$ cat config.mk
export PLATFORM = sky130hd
export DESIGN_NAME = hazard_unit_flat
export DESIGN_NICKNAME = d
export VERILOG_FILES = /design/src/rtl/pipe_pkg.sv /design/src/rtl/hazard_unit_if.sv /design/src/rtl/hazard_unit_fwd_sel.sv /design/src/rtl/hazard_unit.sv /design/src/flat_wrapper.sv
export SDC_FILE = /design/constraint.sdc
export NUM_CORES = 1
export LEC_CHECK = 0
export CORE_MARGIN = 2
export CORE_UTILIZATION = 52
export CTS_CLUSTER_DIAMETER = 30
export DETAILED_ROUTE_END_ITERATION = 16
export PLACE_DENSITY = 0.86
export SLEW_MARGIN = 20
export SYNTH_ARGS = -nofsm -noshare
export SYNTH_HDL_FRONTEND = slang
export SYNTH_SLANG_ARGS = --single-unit
export TNS_END_PERCENT = 100
$ cat constraint.sdc
create_clock -name clk -period 4.9 [get_ports clk]
set_input_delay 0.98 -clock clk [delete_from_list [all_inputs] [get_ports clk]]
set_output_delay 0.98 -clock clk [all_outputs]
set_load 0.03 [all_outputs]
$ cat src/rtl/pipe_pkg.sv
// Shared pipeline types for the RV32 hazard unit.
// Holds forwarding selects, hazard FSM states and x0 index.
package pipe_pkg;

  typedef enum logic [1:0] {
    FWD_RF  = 2'b00,
    FWD_WB  = 2'b01,
    FWD_MEM = 2'b10
  } fwd_sel_t;

  typedef enum logic {
    RUN  = 1'b0,
    WAIT = 1'b1
  } hz_state_t;

  localparam logic [4:0] REG_X0 = 5'd0;

endpackage

$ cat src/rtl/hazard_unit_if.sv
// Hazard unit bus: register indices and control bits in,
// stall/flush/forward selects and perf counters out.
interface hazard_unit_if #(
  parameter int CNT_W = 32
);

  logic [4:0]       rs1_d;
  logic [4:0]       rs2_d;
  logic [4:0]       rs1_e;
  logic [4:0]       rs2_e;
  logic [4:0]       rd_e;
  logic             mem_read_e;
  logic             pc_src_e;
  logic [4:0]       rd_m;
  logic             reg_write_m;
  logic [4:0]       rd_w;
  logic             reg_write_w;
  logic             mem_req_m;
  logic             mem_ready_m;

  logic             stall_f;
  logic             stall_d;
  logic             stall_e;
  logic             stall_m;
  logic             flush_d;
  logic             flush_e;
  logic             flush_w;
  logic [1:0]       forward_a_e;
  logic [1:0]       forward_b_e;
  logic             mem_timeout;
  logic [CNT_W-1:0] stall_cycles;
  logic [CNT_W-1:0] flush_count;

  modport slave (
    input  rs1_d, rs2_d, rs1_e, rs2_e, rd_e,
    input  mem_read_e, pc_src_e,
    input  rd_m, reg_write_m, rd_w, reg_write_w,
    input  mem_req_m, mem_ready_m,
    output stall_f, stall_d, stall_e, stall_m,
    output flush_d, flush_e, flush_w,
    output forward_a_e, forward_b_e,
    output mem_timeout, stall_cycles, flush_count
  );

  modport master (
    output rs1_d, rs2_d, rs1_e, rs2_e, rd_e,
    output mem_read_e, pc_src_e,
    output rd_m, reg_write_m, rd_w, reg_write_w,
    output mem_req_m, mem_ready_m,
    input  stall_f, stall_d, stall_e, stall_m,
    input  flush_d, flush_e, flush_w,
    input  forward_a_e, forward_b_e,
    input  mem_timeout, stall_cycles, flush_count
  );

endinterface

$ cat src/rtl/hazard_unit_fwd_sel.sv
// Operand forwarding select for one E-stage source register.
// Ports: rs, rd_m/reg_write_m, rd_w/reg_write_w in; sel out.
module fwd_sel
  import pipe_pkg::*;
(
  input  logic [4:0] rs,
  input  logic [4:0] rd_m,
  input  logic       reg_write_m,
  input  logic [4:0] rd_w,
  input  logic       reg_write_w,
  output fwd_sel_t   sel
);

  logic hit_m;
  logic hit_w;

  assign hit_m = reg_write_m && (rd_m != REG_X0)
              && (rd_m == rs);
  assign hit_w = reg_write_w && (rd_w != REG_X0)
              && (rd_w == rs);

  // M is younger than W, so its value wins
  always_comb begin
    sel = FWD_RF;
    if (hit_m)      sel = FWD_MEM;
    else if (hit_w) sel = FWD_WB;
  end

endmodule

$ cat src/rtl/hazard_unit.sv
// 5-stage RV32 hazard control: stalls, flushes, forwarding,
// memory-wait watchdog and saturating perf counters.
module hazard_unit
  import pipe_pkg::*;
#(
  parameter int MAX_WAIT = 255,
  parameter int CNT_W    = 32
) (
  input logic          clk,
  input logic          rst,
  hazard_unit_if.slave hz
);

  localparam logic [7:0] MAX_CNT = 8'(MAX_WAIT);

  hz_state_t  state;
  logic [7:0] wait_cnt;
  logic       timeout;
  logic [CNT_W-1:0] stall_cnt;
  logic [CNT_W-1:0] flush_cnt;

  logic     mem_stall;
  logic     load_use;
  fwd_sel_t sel_a;
  fwd_sel_t sel_b;

  assign mem_stall = hz.mem_req_m & ~hz.mem_ready_m;

  assign load_use = hz.mem_read_e
                 && (hz.rd_e != REG_X0)
                 && ((hz.rd_e == hz.rs1_d)
                  || (hz.rd_e == hz.rs2_d));

  fwd_sel u_fwd_a (
    .rs          (hz.rs1_e),
    .rd_m        (hz.rd_m),
    .reg_write_m (hz.reg_write_m),
    .rd_w        (hz.rd_w),
    .reg_write_w (hz.reg_write_w),
    .sel         (sel_a)
  );

  fwd_sel u_fwd_b (
    .rs          (hz.rs2_e),
    .rd_m        (hz.rd_m),
    .reg_write_m (hz.reg_write_m),
    .rd_w        (hz.rd_w),
    .reg_write_w (hz.reg_write_w),
    .sel         (sel_b)
  );

  // A pending redirect is held off while memory freezes E;
  // a redirect also kills a load-use stall on a wrong-path D.
  always_comb begin
    hz.stall_f = 1'b0;
    hz.stall_d = 1'b0;
    hz.stall_e = 1'b0;
    hz.stall_m = 1'b0;
    hz.flush_d = 1'b0;
    hz.flush_e = 1'b0;
    hz.flush_w = 1'b0;
    if (rst) begin
      hz.flush_d = 1'b1;
      hz.flush_e = 1'b1;
      hz.flush_w = 1'b1;
    end else if (mem_stall) begin
      hz.stall_f = 1'b1;
      hz.stall_d = 1'b1;
      hz.stall_e = 1'b1;
      hz.stall_m = 1'b1;
      hz.flush_w = 1'b1;
    end else if (hz.pc_src_e) begin
      hz.flush_d = 1'b1;
      hz.flush_e = 1'b1;
    end else if (load_use) begin
      hz.stall_f = 1'b1;
      hz.stall_d = 1'b1;
      hz.flush_e = 1'b1;
    end
  end

  assign hz.forward_a_e = rst ? FWD_RF : sel_a;
  assign hz.forward_b_e = rst ? FWD_RF : sel_b;

  always_ff @(posedge clk) begin
    if (rst) begin
      state    <= RUN;
      wait_cnt <= 8'd0;
      timeout  <= 1'b0;
    end else begin
      unique case (state)
        RUN: begin
          if (mem_stall) begin
            state    <= WAIT;
            wait_cnt <= 8'd1;
          end
        end
        WAIT: begin
          if (mem_stall) begin
            if (wait_cnt == MAX_CNT) timeout <= 1'b1;
            else wait_cnt <= wait_cnt + 8'd1;
          end else begin
            // ready, or request withdrawn
            state    <= RUN;
            wait_cnt <= 8'd0;
          end
        end
      endcase
    end
  end

  always_ff @(posedge clk) begin
    if (rst) begin
      stall_cnt <= '0;
      flush_cnt <= '0;
    end else begin
      if (hz.stall_f && !(&stall_cnt))
        stall_cnt <= stall_cnt + 1'b1;
      if (hz.pc_src_e && !mem_stall && !(&flush_cnt))
        flush_cnt <= flush_cnt + 1'b1;
    end
  end

  assign hz.mem_timeout  = timeout;
  assign hz.stall_cycles = stall_cnt;
  assign hz.flush_count  = flush_cnt;

endmodule

$ cat src/flat_wrapper.sv
// flat-port wrapper written by rule: the top's interface ports become plain ports
module hazard_unit_flat import pipe_pkg::*;
#(
  parameter int MAX_WAIT = 255,
  parameter int CNT_W    = 32
)
  (clk, rst, hz_rs1_d, hz_rs2_d, hz_rs1_e, hz_rs2_e, hz_rd_e, hz_mem_read_e, hz_pc_src_e, hz_rd_m, hz_reg_write_m, hz_rd_w, hz_reg_write_w, hz_mem_req_m, hz_mem_ready_m, hz_stall_f, hz_stall_d, hz_stall_e, hz_stall_m, hz_flush_d, hz_flush_e, hz_flush_w, hz_forward_a_e, hz_forward_b_e, hz_mem_timeout, hz_stall_cycles, hz_flush_count);
  hazard_unit_if #(.CNT_W(CNT_W)) hz_i ();
  input logic clk;
  input logic rst;
  input wire logic [$bits(hz_i.rs1_d)-1:0] hz_rs1_d;
  input wire logic [$bits(hz_i.rs2_d)-1:0] hz_rs2_d;
  input wire logic [$bits(hz_i.rs1_e)-1:0] hz_rs1_e;
  input wire logic [$bits(hz_i.rs2_e)-1:0] hz_rs2_e;
  input wire logic [$bits(hz_i.rd_e)-1:0] hz_rd_e;
  input wire logic [$bits(hz_i.mem_read_e)-1:0] hz_mem_read_e;
  input wire logic [$bits(hz_i.pc_src_e)-1:0] hz_pc_src_e;
  input wire logic [$bits(hz_i.rd_m)-1:0] hz_rd_m;
  input wire logic [$bits(hz_i.reg_write_m)-1:0] hz_reg_write_m;
  input wire logic [$bits(hz_i.rd_w)-1:0] hz_rd_w;
  input wire logic [$bits(hz_i.reg_write_w)-1:0] hz_reg_write_w;
  input wire logic [$bits(hz_i.mem_req_m)-1:0] hz_mem_req_m;
  input wire logic [$bits(hz_i.mem_ready_m)-1:0] hz_mem_ready_m;
  output wire logic [$bits(hz_i.stall_f)-1:0] hz_stall_f;
  output wire logic [$bits(hz_i.stall_d)-1:0] hz_stall_d;
  output wire logic [$bits(hz_i.stall_e)-1:0] hz_stall_e;
  output wire logic [$bits(hz_i.stall_m)-1:0] hz_stall_m;
  output wire logic [$bits(hz_i.flush_d)-1:0] hz_flush_d;
  output wire logic [$bits(hz_i.flush_e)-1:0] hz_flush_e;
  output wire logic [$bits(hz_i.flush_w)-1:0] hz_flush_w;
  output wire logic [$bits(hz_i.forward_a_e)-1:0] hz_forward_a_e;
  output wire logic [$bits(hz_i.forward_b_e)-1:0] hz_forward_b_e;
  output wire logic [$bits(hz_i.mem_timeout)-1:0] hz_mem_timeout;
  output wire logic [$bits(hz_i.stall_cycles)-1:0] hz_stall_cycles;
  output wire logic [$bits(hz_i.flush_count)-1:0] hz_flush_count;
  assign hz_i.rs1_d = hz_rs1_d;
  assign hz_i.rs2_d = hz_rs2_d;
  assign hz_i.rs1_e = hz_rs1_e;
  assign hz_i.rs2_e = hz_rs2_e;
  assign hz_i.rd_e = hz_rd_e;
  assign hz_i.mem_read_e = hz_mem_read_e;
  assign hz_i.pc_src_e = hz_pc_src_e;
  assign hz_i.rd_m = hz_rd_m;
  assign hz_i.reg_write_m = hz_reg_write_m;
  assign hz_i.rd_w = hz_rd_w;
  assign hz_i.reg_write_w = hz_reg_write_w;
  assign hz_i.mem_req_m = hz_mem_req_m;
  assign hz_i.mem_ready_m = hz_mem_ready_m;
  assign hz_stall_f = hz_i.stall_f;
  assign hz_stall_d = hz_i.stall_d;
  assign hz_stall_e = hz_i.stall_e;
  assign hz_stall_m = hz_i.stall_m;
  assign hz_flush_d = hz_i.flush_d;
  assign hz_flush_e = hz_i.flush_e;
  assign hz_flush_w = hz_i.flush_w;
  assign hz_forward_a_e = hz_i.forward_a_e;
  assign hz_forward_b_e = hz_i.forward_b_e;
  assign hz_mem_timeout = hz_i.mem_timeout;
  assign hz_stall_cycles = hz_i.stall_cycles;
  assign hz_flush_count = hz_i.flush_count;
  hazard_unit #(.MAX_WAIT(MAX_WAIT), .CNT_W(CNT_W)) u_core (.clk(clk), .rst(rst), .hz(hz_i));
endmodule
; ---- Yosys cells after proc, flatten, opt, wreduce, memory -nomap -nowiden
; Cells that the tools add are included.
[word_totals]
regBits = 74
output_inout_bits = 76
word_cells = 65
[op_classes]
add_sub_neg = 3
n_eq_ne = 9
n_mux = 23
n_bitwise = 3
n_reduce_logical = 22
[ops]
columns = op, n
row1 = $add 32x1->32 const B, 2
row2 = $reduce_and 32->1, 2
row3 = $eq 5x5->1, 6
row4 = $mux 8, 3
row5 = $pmux 8 s2, 1
row6 = $mux 1, 15
row7 = $reduce_bool 5->1, 3
row8 = $logic_and 1x1->1, 11
row9 = $add 8x1->8 const B, 1
row10 = $eq 8x8->1 const B, 1
row11 = $mux 2, 4
row12 = $logic_not 1->1, 3
row13 = $ne 3x3->1 const B, 1
row14 = $reduce_and 3->1, 1
row15 = $ne 2x1->1 const B, 1
row16 = $not 1->1, 2
row17 = $reduce_and 2->1, 1
row18 = $and 1x1->1, 1
row19 = $logic_or 1x1->1, 1

; ---- Logic depth before layout (Yosys ltp)
; Gate-level depths: netlist (run 1).
[depth]
word_depth = 8
depth_mapped = 8

; ---- By module
; A second synthesis (run 1) with hierarchy kept.
[hier_totals]
hier_cells = 516
hier_area_um2 = 4215.3
[modules_own_cells]
columns = mod, instances, cells_per_inst, area_each_um2
row1 = hazard_unit, 1, 474, 3897.5
row2 = fwd_sel, 2, 21, 158.9

; ---- Worst setup path after synthesis (run 1)
; OpenSTA, ideal clock, no wires.
[synth_path]
path_type = input to output
from = in hz_rd_m[0]
to = out hz_forward_a_e[0]
arrival_time_ns = 2.895
required_time_ns = 3.920
slack_ns = 1.025
path_stages = 4
n_path_buf = 0
cell_sequence = or4_1 > o21ai_0 > nor3_1 > nor4_1
[synth_via]
elab_chain_cells = 5
elab_cells_between_ends = 6
classes_between = eq/ne: 1 / mux: 2 / reduce/logical: 3
[synth_rtl]
columns = element, line
row1 = from (decl), flat_wrapper.sv:18  ; input wire logic [$bits(hz_i.rd_m)-1:0] hz_rd_m;
row2 = $reduce_bool 5->1, hazard_unit_fwd_sel.sv:17  ; assign hit_m = reg_write_m && (rd_m != REG_X0)
row3 = $logic_and 1x1->1, hazard_unit_fwd_sel.sv:17
row4 = $logic_and 1x1->1 *, hazard_unit_fwd_sel.sv:18  ; && (rd_m == rs);
row5 = $mux 2 *, hazard_unit_fwd_sel.sv:25  ; if (hit_m) sel = FWD_MEM;
row6 = $mux 2 *, hazard_unit.sv:82  ; assign hz.forward_a_e = rst ? FWD_RF : sel_a;
row7 = to (decl), flat_wrapper.sv:31  ; output wire logic [$bits(hz_i.forward_a_e)-1:0] hz_forward_a_e;
; Mark *: on every way between the ends. The rest lies on a longest branch, timed or not.

; ---- Worst setup path in the final report (run 1)
[layout_path]
from = in hz_rd_m[0]
to = out hz_forward_b_e[0]
[layout_via]
elab_chain_cells = 5
elab_cells_between_ends = 6
classes_between = eq/ne: 1 / mux: 2 / reduce/logical: 3
[layout_rtl]
columns = element, line
row1 = $reduce_bool 5->1, hazard_unit_fwd_sel.sv:17
row2 = $logic_and 1x1->1, hazard_unit_fwd_sel.sv:17
row3 = $logic_and 1x1->1 *, hazard_unit_fwd_sel.sv:18
row4 = $mux 2 *, hazard_unit_fwd_sel.sv:25
row5 = $mux 2 *, hazard_unit.sv:83  ; assign hz.forward_b_e = rst ? FWD_RF : sel_b;
row6 = to (decl), flat_wrapper.sv:32  ; output wire logic [$bits(hz_i.forward_b_e)-1:0] hz_forward_b_e;
; Marked as above.

==> impl_metrics.py, run 1 <==
metrics = {
    "sta": {
        "fmax_mhz": 220,
        "slew_viol_final": 0,
        "fin_setup_tns_ns": 0,
        "post-route-min-period_ns": 4.54,
        "fin_crit_sh_pct": 92.6,
        "finalClockSkew_ns": 0.0160,
        "slew_headroom_pct": 57.0,
        "hold_violations": 0,
        "rsz0062_at_grt": "false",
        "finalSetupViolCount": 0,
        "worst_pin_slew_ns": 0.641,
    },
    "outcome": {
        "outcome": "finished clean",
    },
    "floorplanning": {
        "dieArea_um2": 8640,
        "core_um2": 7690,
        "start_util_pct": 53.5,
        "num_rows": 32,
        "pin_count": 119,
        "dieHeight_um": 93.0,
        "die_w_um": 93.0,
    },
    "synth": {
        "yosys.area_share.adder_pct": 0.912,
        "async_reset_ff_share_pct": 0,
        "synth-edff-count": 0,
        "netlist_area_um2": 4120,
        "synth_cell_types": 45,
        "syn_inst": 498,
        "synth-seq-cells": 74,
        "synth_nets": 544,
        "synth.area.mux_share_pct": 1.55,
        "ys_seq_area_share_pct": 36.0,
        "yosysWarnings": 0,
        "synth_compound_area_share_pct": 11.1,
        "synth_top_family_by_area": "simple AND/OR/NAND/NOR gates",
        "synthSimpleGateAreaFrac_pct": 33.3,
        "syn-mean-instance-area_um2": 8.26,
        "synth_ff_type": "dfxtp_1",
        "synth_xor_area_share_pct": 13.6,
    },
    "critical_path": {
        "crit_family": "buffers and inverters",
        "crit_buf_inv": 2,
        "critical_path.slowest_cell": "clkdlybuf4s50_1",
        "critPathKind": "in -> out",
        "path_cells": "clkdlybuf4s50_1 -> or4_1 -> o21ai_0 -> nor3_1 -> nor4_1 -> clkdlybuf4s50_1",
        "cp.arrival_ns": 3.56,
        "required_ns": 3.92,
        "path_common_cell": "clkdlybuf4s50_1",
        "cp-end-kind": "output port",
        "max_stage_delay_ns": 0.74,
        "start_kind": "input port",
        "path_max_fanout": 4,
    },
    "power_and_ir_drop": {
        "powerDensity_nw_per_um2": 219,
        "power_mw": 1.21,
        "total_leakage_power_nw": 1.79,
        "peakVddDrop_v": 0.000182,
    },
    "clock_network": {
        "cts_tree": "yes",
        "clk_pin_slew_ns": 0.08,
        "cts_max_path_buffers": 2,
        "htree_levels": 3,
        "cts_root_buffer": "clkbuf_8",
        "clock_latency_ns": 0.34,
        "cts_setup_buffers": 0,
        "cts_hold_buf": 0,
        "cts_resized": 0,
        "cts.sinks": 74,
        "cts_inserted_buffers": 9,
    },
    "cells_and_area": {
        "layout-drive-gt1-share_pct": 5.56,
        "finalNonFillerCells": 714,
        "utilization_pct": 72.1,
        "nets": 653,
        "syn2layout_area_growth_pct": 34.6,
        "final_common_cell": "clkdlybuf4s50_1",
        "diodes": 0,
        "layout_common_cells": "clkdlybuf4s50_1, dfxtp_1, nor2_1",
        "fillers": 622,
    },
    "routing": {
        "viasPerCell": 5.86,
        "drcViolationCount": 0,
        "vias": 4183,
        "drtIter0Drc": 197,
        "dr.pass1.iters": 5,
        "postRouteAntennaNets": 0,
        "routed_wirelength_um": 10900,
        "wire_per_inst_um": 15.3,
    },
    "global_routing": {
        "grt_pass1_wl_um": 17800,
        "overflow": 0,
        "grt_pass1_vias": 3978,
        "grt_max_degree": 57,
        "antenna_found_initial": 0,
        "grt_usage_pct": 25.3,
    },
    "placement": {
        "dp.cells": 698,
        "io_buffer_count": 118,
        "dp_hpwl_um": 8020,
        "place.gp.congestion": 0.908,
    },
    "run": {
        "maxCapViolCount": 0,
    },
    "min_path": {
        "min_path_type": "reg -> reg",
    },
}
[stage by stage]
stage	hold slack [ns]	area, µm²	worst slack [ns]
final	0.493	5540	0.362
after global routing	0.534	5540	0.232
after CTS	0.495	5540	0.356
after detailed placement	0.471	5340	0.343
after global placement	0.466	5340	0.447
after floorplan	0.467	4120	1.02
[worst register-to-register path, cell delays in order (launching register included)]
cell and delay (ns):
dfxtp_1 0.39, ha_1 0.20, nand4_1 0.23, nor3_1 0.51, nand4_1 0.47, and4_1 0.39, xnor2_1 0.13, nor2_1 0.05
[logic make-up after synthesis]
| family | after synthesis |
|---|---|
| adders and majority gates | 3 |
| and+or+nand+nor | 247 |
| DFF | 74 |
| muxes | 5 |
| AOI/OAI and AO/OA | 74 |
| xor gates and xnor gates | 64 |
| buffers and inverters | 31 |
[final cells by class]
| cell class | count | area, µm² | share of cell area [%] |
|---|---|---|---|
| multi-input cells | 393 | 2500 | 45.1 |
| inverters | 6 | 22.5 | 0.407 |
| repair buffers | 123 | 1210 | 21.9 |
| clock inverters | 6 | 67.6 | 1.22 |
| flip-flops and latches | 74 | 1480 | 26.7 |
| clock buffers | 10 | 128 | 2.30 |
| well taps | 102 | 128 | 2.30 |
[path summary, 6_finish.rpt]
kind                                               from                                     to  slack (ns)  depth (start not counted)
setup reg to reg  u_core.hz.flush_count[0]$_SDFFE_PP0P_  u_core.hz.flush_count[3]$_SDFFE_PP0P_        2.41                          7
setup / recovery                             hz_rd_m[0]                      hz_forward_b_e[0]        0.36                          6
hold reg to reg      u_core.hz.mem_timeout$_SDFFE_PP0P_     u_core.hz.mem_timeout$_SDFFE_PP0P_        0.49                          2
hold / removal       u_core.hz.mem_timeout$_SDFFE_PP0P_     u_core.hz.mem_timeout$_SDFFE_PP0P_        0.49                          2
[report_power, final]
| part | switching [mW] | internal [mW] |
|---|---|---|
| logic | 0.0686 | 0.0639 |
| registers | 0.00361 | 0.604 |
| clock network | 0.235 | 0.236 |
[cell usage after synthesis, types with 7 or more instances]
cell type | number | share of area (%)
a21oi_1 | 25 | 3.0
and2_1 | 10 | 1.5
and3_1 | 17 | 2.6
and4_1 | 11 | 2.3
buf_2 | 7 | 0.85
clkbuf_1 | 11 | 1.0
dfxtp_1 | 74 | 36
nand2_1 | 32 | 2.9
nand3_1 | 33 | 4.0
nand4_1 | 16 | 2.4
nor2_1 | 48 | 4.4
nor2b_1 | 7 | 1.1
nor3_1 | 16 | 1.9
nor4_1 | 11 | 1.7
o21ai_0 | 22 | 2.7
o31ai_1 | 7 | 1.3
or3_1 | 14 | 2.1
or4_1 | 13 | 2.4
xnor2_1 | 44 | 9.4
xor2_1 | 20 | 4.3
[per-layer routing]
layer  wire length, µm  track usage, %  share of wire (%)  up-vias
li1                  -               -                  -     2033
met5                 0               0                  0        -
met3               655            4.56                6.0       27
met4               310            11.6                2.8        0
met2              5510            44.0                 50      162
met1              4470            30.1                 41     1961
[sequential cells by signal (all words and copies together) (netlist names)]
| register | cells |
|---|---|
| u_core.hz.flush_count | 32 |
| u_core.hz.mem_timeout | 1 |
| u_core.hz.stall_cycles | 32 |
| u_core.state | 1 |
| u_core.wait_cnt | 8 |
Power figures use the tool's default switching activity.
==> run 2: changes to the inputs <==
Settings changed: CELL_PAD_IN_SITES_DETAIL_PLACEMENT set to 1, CELL_PAD_IN_SITES_GLOBAL_PLACEMENT set to 1, CORE_UTILIZATION 52 to 38, MAX_ROUTING_LAYER set to met4, PLACE_DENSITY 0.86 to unset, PLACE_DENSITY_LB_ADDON set to 0.1.
==> run 2 against run 1 <==
  * Final area increased by 1.5%
  * Sequential power about the same
  * Power increased by 7.9%
  * Flip-flop and latch count unchanged
  * Critical path depth unchanged
  * Critical endpoint is now hz_forward_a_e[0]
  * Largest cell class unchanged
  * Largest power group unchanged
  * Highest routed layer unchanged
==> impl_metrics.py, run 2 (synthesized netlist as in run 1, its figures left out) <==
metrics = {
    "critical_path": {
        "cp.arrival_ns": 3.48,
        "required_ns": 3.92,
        "r2r_end": "u_core.hz.stall_cycles[25]$_SDFFE_PP0P_",
        "cp-end-kind": "output port",
        "max_stage_delay_ns": 0.73,
        "rr_startpoint": "u_core.hz.stall_cycles[3]$_SDFFE_PP0P_",
        "reg2reg_depth": 6,
        "critical_path.slowest_cell": "clkdlybuf4s50_1",
        "ff2ff_setup_slack_ns": 2.40,
        "worstSetupStartpoint": "hz_rd_m[0]",
        "path_common_cell": "clkdlybuf4s50_1",
        "crit_family": "buffers and inverters",
        "crit_buf_inv": 2,
        "critPathKind": "in -> out",
        "path_cells": "clkdlybuf4s50_1 -> or4_1 -> o21ai_0 -> nor3_1 -> nor4_1 -> clkdlybuf4s50_1",
        "cp.depth": 6,
        "start_kind": "input port",
        "path_max_fanout": 4,
    },
    "routing": {
        "postRouteAntennaNets": 0,
        "dr.pass1.iters": 4,
        "routed_wirelength_um": 12700,
        "vias": 4225,
        "wire_per_inst_um": 17.0,
        "drcViolationCount": 0,
        "viasPerCell": 5.65,
        "drtIter0Drc": 150,
    },
    "sta": {
        "hold_violations": 0,
        "fin_ws_ns": 0.440,
        "fin_setup_tns_ns": 0,
        "finalClockSkew_ns": 0.0103,
        "fmax_mhz": 224,
        "worst_pin_slew_ns": 0.725,
        "post-route-min-period_ns": 4.46,
        "slew_viol_final": 0,
        "finalSetupViolCount": 0,
        "slew_headroom_pct": 51.4,
        "rsz0062_at_grt": "false",
        "fin_crit_sh_pct": 91.0,
    },
    "floorplanning": {
        "start_util_pct": 39.5,
        "core_um2": 10400,
        "num_rows": 37,
        "dieArea_um2": 11700,
        "pin_count": 119,
        "die_w_um": 108,
        "dieHeight_um": 108,
    },
    "min_path": {
        "min_from": "u_core.hz.mem_timeout$_SDFFE_PP0P_",
        "hold-path-endpoint": "u_core.hz.mem_timeout$_SDFFE_PP0P_",
        "min_path_type": "reg -> reg",
        "whs_path_depth": 2,
    },
    "run": {
        "maxCapViolCount": 0,
    },
    "cells_and_area": {
        "nets": 653,
        "syn2layout_area_growth_pct": 36.7,
        "diodes": 0,
        "layout_common_cells": "clkdlybuf4s50_1, dfxtp_1, nor2_1",
        "finalNonFillerCells": 748,
        "fillers": 1256,
        "layout-drive-gt1-share_pct": 5.72,
        "final_common_cell": "clkdlybuf4s50_1",
    },
    "power_and_ir_drop": {
        "powerDensity_nw_per_um2": 232,
        "power_mw": 1.31,
        "total_leakage_power_nw": 1.81,
        "peakVddDrop_v": 0.000163,
    },
    "global_routing": {
        "overflow": 0,
        "antenna_found_initial": 0,
        "grt_usage_pct": 23.4,
        "grt_max_degree": 57,
        "grt_pass1_vias": 4438,
        "grt_pass1_wl_um": 21100,
    },
    "clock_network": {
        "cts_root_buffer": "clkbuf_8",
        "cts_inserted_buffers": 9,
        "cts_max_path_buffers": 2,
        "cts_setup_buffers": 0,
        "cts_hold_buf": 0,
        "cts.sinks": 74,
        "htree_levels": 3,
        "cts_resized": 0,
        "clk_pin_slew_ns": 0.08,
        "clock_latency_ns": 0.36,
        "cts_tree": "yes",
    },
    "placement": {
        "dp.cells": 732,
        "dp_worst_setup_slack_ns": 0.397,
        "place.gp.congestion": 0.791,
        "io_buffer_count": 118,
        "dp_hpwl_um": 9400,
    },
    "outcome": {
        "outcome": "finished clean",
    },
}
==> run 2: cell types whose count changed in the layout (fill, tap and decap cells not counted), sizes merged <==
cell / before / now
clkbuf: 10 / 12
clkinv: 3 / 1
bufinv: 1 / 2
clkinvlp: 2 / 1
==> run 2: worst reg2reg max path, stage by stage, from the launching register on <==
cell     delay [ns]
dfxtp_1        0.40
and3_1         0.27
and4_1         0.35
nor2b_1        0.49
nand3_1        0.25
nor3_1         0.27
mux2_1         0.35
==> run 2: cell type report <==
class	count	area [µm²]	area share, %
inverter	6	22.5	0.400
tap	136	170	3.03
clock inverter	4	72.6	1.29
clock buffer	12	165	2.94
multi-input combinational	393	2500	44.4
sequential	74	1480	26.3
timing repair buffer	123	1210	21.6
==> run 2: stage by stage <==
stage	util (%)	hold WS, ns	instance area (µm²)
after floorplan	-	0.467	4120
after global placement	51.7	0.457	5390
after detailed placement	51.7	0.467	5390
after CTS	54.0	0.496	5620
after global routing	54.0	0.547	5620
final	54.0	0.483	5620
==> run 2: power by group <==
part           internal, mW  switching (mW)
logic                0.0640          0.0702
registers             0.604         0.00396
clock network         0.328           0.237
==> run 2: how the worst max path moves through the flow <==
stage / slack [ns] / to
floorplan: 1.02 / hz_forward_a_e[0]
global route: 0.20 / hz_forward_a_e[0]
CTS: 0.41 / hz_forward_a_e[0]
detailed placement: 0.40 / hz_forward_a_e[0]
finish: 0.44 / hz_forward_a_e[0]
global placement: 0.43 / hz_forward_b_e[0]
==> run 2: routing by layer <==
metal  track usage [%]  wire length [µm]  share of wire [%]
met1              26.8              5460                 43
met2              40.1              6530                 51
met3              4.70               439                3.5
met4              9.34               286                2.3
met5                 -                 0                  0
